$ cat config.mk
export PLATFORM = sky130hd
export DESIGN_NAME = dtw_sin_feeder
export DESIGN_NICKNAME = d
export VERILOG_FILES = /design/src/rtl/dtw_sin_feeder.sv
export SDC_FILE = /design/constraint.sdc
export NUM_CORES = 1
export LEC_CHECK = 0
export ABC_CLOCK_PERIOD_IN_PS = 10100
export CORE_MARGIN = 2
export CORE_UTILIZATION = 64
export CTS_BUF_LIST = sky130_fd_sc_hd__clkbuf_8
export DETAILED_ROUTE_END_ITERATION = 8
export PLACE_DENSITY = 0.92
export SLEW_MARGIN = 20
export SYNTH_ARGS = -nofsm -noshare
export SYNTH_HDL_FRONTEND = slang
export SYNTH_SLANG_ARGS = --single-unit
$ cat constraint.sdc
create_clock -name clk_i -period 10.1 [get_ports clk_i]
set_input_delay 1.01 -clock clk_i [delete_from_list [all_inputs] [get_ports clk_i]]
set_output_delay 1.01 -clock clk_i [all_outputs]
set_load 0.05 [all_outputs]
$ cat src/rtl/dtw_sin_feeder.sv
// dtw_sin_feeder: packs host bytes into 32-bit words behind an FWFT FIFO (parity check under DTW_FEED_PARITY_EN)
module dtw_sin_feeder #(
  parameter int DEPTH = 16,
  parameter int FRAME_WORDS = 30
) (
  input  logic                     clk_i,
  input  logic                     rst_i,
  input  logic [7:0]               byte_i,
  input  logic                     byte_stb_i,
  input  logic                     sof_i,
  input  logic                     byte_par_i,
  input  logic                     clr_i,
  output logic [31:0]              Sin_o,
  output logic                     valid_o,
  input  logic                     ready_i,
  output logic [$clog2(DEPTH):0]   level_o,
  output logic                     ovf_o,
  output logic                     frame_done_o,
  output logic                     par_err_o
);
  localparam int AW = $clog2(DEPTH);
  localparam int LW = AW + 1;
  localparam int CW = $clog2(FRAME_WORDS + 1);
  logic [31:0]   mem [DEPTH];
  logic [AW-1:0] wr_ptr, rd_ptr;
  logic [1:0]    lane;
  logic [23:0]   hold;
  logic [CW-1:0] push_cnt, pop_cnt;
  logic          bad, pbad, acc, want_push, full, pop, push_ok;
  assign valid_o   = level_o != '0;
  assign Sin_o     = valid_o ? mem[rd_ptr] : '0;
  assign full      = level_o == LW'(DEPTH);
  assign pop       = valid_o & ready_i;
  assign acc       = byte_stb_i & (sof_i | (push_cnt != CW'(FRAME_WORDS)));
  assign want_push = acc & ~sof_i & (lane == 2'd3) & ~bad & ~pbad;
  assign push_ok   = want_push & (~full | pop);
`ifdef DTW_FEED_PARITY_EN
  assign pbad = ^{byte_i, byte_par_i};
  // bad-word mark and sticky parity flag; a new word or sof starts clean
  always_ff @(posedge clk_i) begin
    if (rst_i) begin
      bad       <= 1'b0;
      par_err_o <= 1'b0;
    end else begin
      bad       <= acc ? (sof_i ? pbad : (lane == 2'd3) ? 1'b0 : bad | pbad) : bad;
      par_err_o <= (acc & pbad) | (par_err_o & ~clr_i);
    end
  end
`else
  logic unused_par;
  assign unused_par = byte_par_i;
  assign pbad       = 1'b0;
  assign bad        = 1'b0;
  assign par_err_o  = 1'b0;
`endif
  // packer, frame counters, FIFO pointers and sticky overflow
  always_ff @(posedge clk_i) begin
    if (rst_i) begin
      lane         <= '0;
      hold         <= '0;
      push_cnt     <= '0;
      pop_cnt      <= '0;
      wr_ptr       <= '0;
      rd_ptr       <= '0;
      level_o      <= '0;
      ovf_o        <= 1'b0;
      frame_done_o <= 1'b0;
    end else begin
      if (acc) begin
        lane <= sof_i ? 2'd1 : lane + 2'd1;
        hold <= sof_i ? {16'h0, byte_i} :
                (lane == 2'd0) ? {hold[23:8], byte_i} :
                (lane == 2'd1) ? {hold[23:16], byte_i, hold[7:0]} :
                (lane == 2'd2) ? {byte_i, hold[15:0]} : hold;
      end
      push_cnt     <= (acc & sof_i) ? '0 : push_cnt + CW'(push_ok);
      wr_ptr       <= wr_ptr + AW'(push_ok);
      rd_ptr       <= rd_ptr + AW'(pop);
      level_o      <= level_o + LW'(push_ok) - LW'(pop);
      ovf_o        <= (want_push & full & ~pop) | (ovf_o & ~clr_i);
      pop_cnt      <= pop ? ((pop_cnt == CW'(FRAME_WORDS - 1)) ? '0 : pop_cnt + 1'b1) : pop_cnt;
      frame_done_o <= pop & (pop_cnt == CW'(FRAME_WORDS - 1));
    end
  end
  // FIFO storage, written with the completed word on lane 3
  always_ff @(posedge clk_i) begin
    if (push_ok) mem[wr_ptr] <= {byte_i, hold};
  end
endmodule

==> results of run 1 <==
-- per-layer routing --
metal  share of wire  track usage  vias to the layer above  wire (um)
met4           0.034       0.1127                        0       1640
li1                -            -                     4479          -
met1            0.36       0.3804                     5665      17090
met5               0            0                        -          0
met3            0.11      0.06027                      134       5405
met2            0.49       0.4510                      790      23590
-- final cells by class --
class | instances | area, sq um | area share
flip-flops and latches | 563 | 16410 | 0.6730
multi-input cells | 388 | 4951 | 0.2031
clock buffers | 90 | 1239 | 0.05081
repair buffers | 87 | 785.8 | 0.03223
well taps | 448 | 560.5 | 0.02299
clock inverters | 62 | 375.4 | 0.01540
inverters | 16 | 60.06 | 0.002464
-- metrics by stage --
step           cells  total power, uW
4_1_cts         1654             5517
2_1_floorplan   1017             3413
3_3_place_gp    1502             3715
3_5_place_dp    1502             3743
5_1_grt         1654             5666
6_report        1654             5483
-- state kept, by name, summed over array words and instances, names as in the netlist --
name          cells
hold             24
level_o           5
ovf_o             1
rd_ptr            4
wr_ptr            4
frame_done_o      1
lane              2
mem             512
pop_cnt           5
push_cnt          5
-- cell usage in the layout, fill, tap and decap left out, types with 27 or more instances in the layout --
cell type,Yosys,routed
nand2_1,38,38
edfxtp_1,512,512
clkbuf_8,0,90
clkdlybuf4s50_1,0,53
inv_1,15,40
dfxtp_1,51,48
a22oi_1,42,42
mux4_2,128,128
nor2_1,27,27
buf_4,3,34
-- power groups by stage --
| stage | Clock, uW | Sequential [uW] | Combinational [uW] |
|---|---|---|---|
| 2_1_floorplan | 0 | 2640 | 770 |
| 5_1_grt | 1910 | 2630 | 1130 |
| 3_5_place_dp | 0 | 2670 | 1070 |
| 4_1_cts | 1810 | 2620 | 1090 |
| 6_report | 1790 | 2620 | 1070 |
| 3_3_place_gp | 0 | 2670 | 1050 |
-- worst max path at each step --
stage | start | endpoint | slack [ns] | depth (start not counted)
after detailed placement | rd_ptr[0] | Sin_o[31] | 5.54 | 6
final | rd_ptr[0] | Sin_o[31] | 4.89 | 6
after CTS | rd_ptr[0] | Sin_o[31] | 4.79 | 6
after global routing | rd_ptr[0] | Sin_o[31] | 4.61 | 6
after global placement | rd_ptr[0] | Sin_o[31] | 5.59 | 6
after floorplan | sof_i | mem[0][0] | 4.42 | 5
-- synthesized netlist by cell type (all sizes together) (4+ instances only) --
library cell	n	area, sq um
dfxtp	51	1021
nor3b	4	30.03
nor3	11	60.06
mux4	128	2883
xnor2	6	52.55
a22oi	64	590.6
a22o	16	140.1
nor4	8	62.56
nor2	27	101.4
edfxtp	512	15370
inv	16	60.05
nand3	6	42.54
nand2	38	142.6
mux2i	9	90.09
nor2b	9	56.30
a21oi	8	43.79
xor2	7	61.31
clkbuf	13	48.80
ha	18	225.2
buf	37	216.5
-- worst max-delay path, delay by kind of cell, from the launching register on --
family | cells | cell delay (ns)
buffers and inverters | 3 | 2.10
DFF | 1 | 0.68
and+or+nand+nor | 2 | 0.47
AOI/OAI and AO/OA | 1 | 0.26
-- kinds of logic after synthesis --
group,count (synthesis)
flops,563
mux,137
simple gates,122
compound gates,96
buf+inv,66
fa+ha+maj,19
xor+xnor,13
other cells,1
==> results_dict.tcl, run 1 <==
set metrics [dict create \
    async_reset_ff_frac 0 \
    cts_hold_buf 0 \
    hold_path_startpoint "ovf_o" \
    synth-xor-area-share 0.005281 \
    end_kind "output pin" \
    cap_violations 0 \
    swShare 0.2902 \
    grt_pass1_wl_um 71350 \
    synth_area_sq_mm 0.02156 \
    antenna_found_initial 0 \
    postRouteAntennaNets 0 \
    ys_ff_latch 563 \
    finalSetupViolCount 0 \
    path_class "reg -> out" \
    fillers 1765 \
    grtUsageTotal 0.2795 \
    diodes 0 \
    overflow 0 \
    cts.sinks 563 \
    hold_class "reg -> reg" \
    cts.clk_slew.worst_paths_ns 0.06 \
    drc 0 \
    design.die.area_sq_mm 0.03517 \
    finalClockSkew_ns 0.04875 \
    grt_max_degree 68 \
    power_leakage_uw 0.007952 \
    power_density_mw_per_mm2 224.9 \
    place_congestion 0.7985 \
    synth_edf_count 512 \
    p_int_uw 3892 \
    slowest_stage "buf_4" \
    fin_crit_ns 5.214 \
    rr_endpoint "level_o[4]" \
    pwr-share-seq 0.478 \
    ff2ff_path_depth 15 \
    ys_warn_count 0 \
    avgViaCountPerCell 6.692 \
    routed_wl_um 47720 \
    ys_types 47 \
    core_area_sq_mm 0.03336 \
    synth_top_family_by_area "multiplexers" \
    rrSetupSlack_ns 6.90 \
    post_cts_buffers 0 \
    peakVddDrop_mv 0.2186 \
    die-height_um 187.5 \
    drt-wirelength-per-cell_um 28.85 \
    max_stage_delay_ns 0.81 \
    min_to "ovf_o" \
    syn_area_per_cell_sq_um 21.20 \
    final_nets 1174 \
    cts_tree "yes" \
    cp_common_cell "buf_4" \
    drt-pass1-iter-count 5 \
    ios 56 \
    dpl_cell_area_sq_mm 0.02276 \
    switchingPower_uw 1591 \
    synth_mux_area_frac 0.1379 \
    layout_setup_ws_ns 4.886 \
    synth_ff_type "edfxtp_1" \
    status "complete, no violations" \
    holdPathStages 2 \
    drive_gt1_frac 0.2670 \
    drt-initial-drc-count 1436 \
    synth-simple-area-share 0.03047 \
    startpoint_type "flip-flop" \
    critPathMaxFanout 42 \
    grt_pass1_vias 11731 \
    finalMaxSlewViolations 0 \
    arrival_ns 4.20 \
    slew-limit-headroom 0.2636 \
    hold_violations 0 \
    fp.dieW_um 187.5 \
    clock_latency_ns 0.63 \
    ys_seq_area_frac 0.7605 \
    tns_ns 0 \
    clkPwrFrac 0.326 \
    synth_compound_area_frac 0.03918 \
    fin_area_sq_mm 0.02438 \
    reg2reg_from "level_o[2]" \
    cts.htree.levels 3 \
    rsz0062_at_grt "false" \
    dr_total_vias 11068 \
    critPathRequiredTime_ns 9.09 \
    areaGrowthSynthToFinish_pct 13.08 \
    cts_resized 0 \
    numPortBuffers 53 \
    yosys.area_share.adder 0.01138 \
    post-place-ws_ns 5.540 \
    holdWs_ns 0.4908 \
    clockBufferDepth 3 \
    fmax_mhz 191.8 \
    cts_buffers 84 \
    fin_util 0.7307 \
    tightest_slew_ns 1.105 \
    clockRootBuffer "clkbuf_8" \
    hpwl_um 24780 \
    post-route-period-util 0.5163 \
    syn_nets 1051 \
    path_cells "buf_4 > nor3b_2 > buf_4 > a22oi_1 > nand2_1 > clkdlybuf4s50_1" \
    power_frac_comb 0.196 \
    rows 67 \
    synth_cells 1017 \
    start_util 0.6461 \
]
(Power assumes the default switching activity.)
==> run 2, diff against run 1 <==
--- a/config.mk
+++ b/config.mk
@@ -5,7 +5,7 @@
 export SDC_FILE = /design/constraint.sdc
 export NUM_CORES = 1
 export LEC_CHECK = 0
-export ABC_CLOCK_PERIOD_IN_PS = 10100
+export ABC_CLOCK_PERIOD_IN_PS = 4900
 export CORE_MARGIN = 2
 export CORE_UTILIZATION = 64
 export CTS_BUF_LIST = sky130_fd_sc_hd__clkbuf_8
==> constraint.sdc (replaced) <==
create_clock -name clk_i -period 4.9 [get_ports clk_i]
set_input_delay 0.49 -clock clk_i [delete_from_list [all_inputs] [get_ports clk_i]]
set_output_delay 0.49 -clock clk_i [all_outputs]
set_load 0.05 [all_outputs]
==> run 2 against run 1 <==
Global-route usage decreased by 0.60 points; clock power increased by 100%; die area unchanged; clock skew decreased by 0.0089 ns; register-to-register slack got worse by 5.2 ns; first-iteration DRC count decreased by 9.5%; critical path type unchanged; largest cell class unchanged; largest power group unchanged.
==> results_dict.tcl, run 2 (synthesized netlist as in run 1, its figures left out) <==
set metrics [dict create \
    clockBufferDepth 3 \
    hpwl_um 24630 \
    die-height_um 187.5 \
    place_congestion 0.7685 \
    cts.sinks 563 \
    post_cts_buffers 0 \
    cts.clk_slew.worst_paths_ns 0.06 \
    top_register "mem" \
    final_nets 1175 \
    drt-initial-drc-count 1299 \
    cts.htree.levels 3 \
    rsz0062_at_grt "false" \
    grt_pass1_vias 11460 \
    finalSetupViolCount 0 \
    tightest_slew_ns 1.006 \
    avgViaCountPerCell 6.621 \
    fp.dieW_um 187.5 \
    areaGrowthSynthToFinish_pct 13.34 \
    grt_max_degree 51 \
    reg_top3 "mem: 512 flops, hold: 24 flops" \
    path_class "reg -> out" \
    path_cells "buf_4 > mux4_2 > a22oi_1 > nand2_1 > clkdlybuf4s50_1" \
    status "complete, no violations" \
    slew-limit-headroom 0.3293 \
    core_area_sq_mm 0.03336 \
    start_util 0.6461 \
    largest_reg_flops 512 \
    layout_commonest_cell "edfxtp_1" \
    path_delay_family "buffers and inverters" \
    cts_hold_buf 0 \
    slowest_stage "dfxtp_4" \
    ios 56 \
    finalMaxSlewViolations 0 \
    cp.buffers_inverters 2 \
    dr_total_vias 10991 \
    cap_violations 0 \
    routed_wl_um 46620 \
    hold_class "reg -> reg" \
    drive_gt1_frac 0.2700 \
    final_cell_mix "edfxtp_1, mux4_2, clkbuf_8, clkdlybuf4s50_1, dfxtp_1" \
    finalNonFillerCells 1660 \
    clockRootBuffer "clkbuf_8" \
    grtUsageTotal 0.2735 \
    p_total_uw 11280 \
    arrival_ns 3.67 \
    peakVddDrop_mv 0.4397 \
    design.die.area_sq_mm 0.03517 \
    clock_latency_ns 0.64 \
    power_density_mw_per_mm2 461.6 \
    post-route-period-util 0.8494 \
    hold_violations 0 \
    max_stage_delay_ns 0.81 \
    end_kind "output pin" \
    cts_buffers 84 \
    drt-wirelength-per-cell_um 28.08 \
    drt-pass1-iter-count 5 \
    fmax_mhz 240.3 \
    critPathRequiredTime_ns 4.41 \
    power_leakage_uw 0.007976 \
    overflow 0 \
    antenna_found_initial 0 \
    critPathMaxFanout 41 \
    rows 67 \
    post-place-cells 1502 \
    postRouteAntennaNets 0 \
    cts_tree "yes" \
    cts_resized 0 \
    grt_pass1_wl_um 69690 \
    startpoint_type "flip-flop" \
    fin_crit_ns 4.162 \
    drc 0 \
    numPortBuffers 53 \
    finalClockSkew_ns 0.03989 \
    tns_ns 0 \
]
run 2: report_power, final:
group | internal, uW | leakage (uW) | switching [uW]
clock | 1880 | 0.000925 | 1760
combinational | 890 | 0.00189 | 1380
sequential | 5240 | 0.00517 | 127
run 2: layout make-up:
class                           count  area (sq um)
Antenna cell                        1         2.502
Timing Repair Buffer               88         830.8
Multi-Input combinational cell    388          4951
Clock inverter                     62         327.8
Tap cell                          448         560.5
Sequential cell                   563         16410
Clock buffer                       94          1294
Fill cell                        1759          8931
Inverter                           16         60.06
run 2: metrics by stage:
stage	cell area, sq um	setup WS, ns	hold WS [ns]	util
global route	24430	0.6845	0.5404	0.7322
global placement	22790	1.218	0.4640	0.6830
floorplan	21560	-0.2626	0.4620	-
detailed placement	22790	1.056	0.4694	0.6830
CTS	24410	0.5147	0.4941	0.7316
finish	24430	0.7381	0.4948	0.7323
run 2: tightest hold or removal path: cells and delay by family, from the launching register on:
| kind | cells | cell delay [ns] |
|---|---|---|
| compound gates | 1 | 0.06 |
| flops | 1 | 0.31 |
| simple gates | 1 | 0.07 |
run 2: final timing paths:
| check | startpoint | end | cells past startpoint | slack, ns |
|---|---|---|---|---|
| max | rd_ptr[3] | Sin_o[31] | 5 | 0.74 |
| min | ovf_o | ovf_o | 2 | 0.49 |
| max reg2reg | level_o[2] | level_o[4] | 15 | 1.72 |
| min reg2reg | ovf_o | ovf_o | 2 | 0.49 |
run 2: layer usage:
layer,GRT usage,vias up,part of all wire
met5,0,-,0
met4,0.1239,0,0.042
met3,0.06775,160,0.11
met2,0.4380,759,0.49
met1,0.3625,5588,0.36
li1,-,4484,-
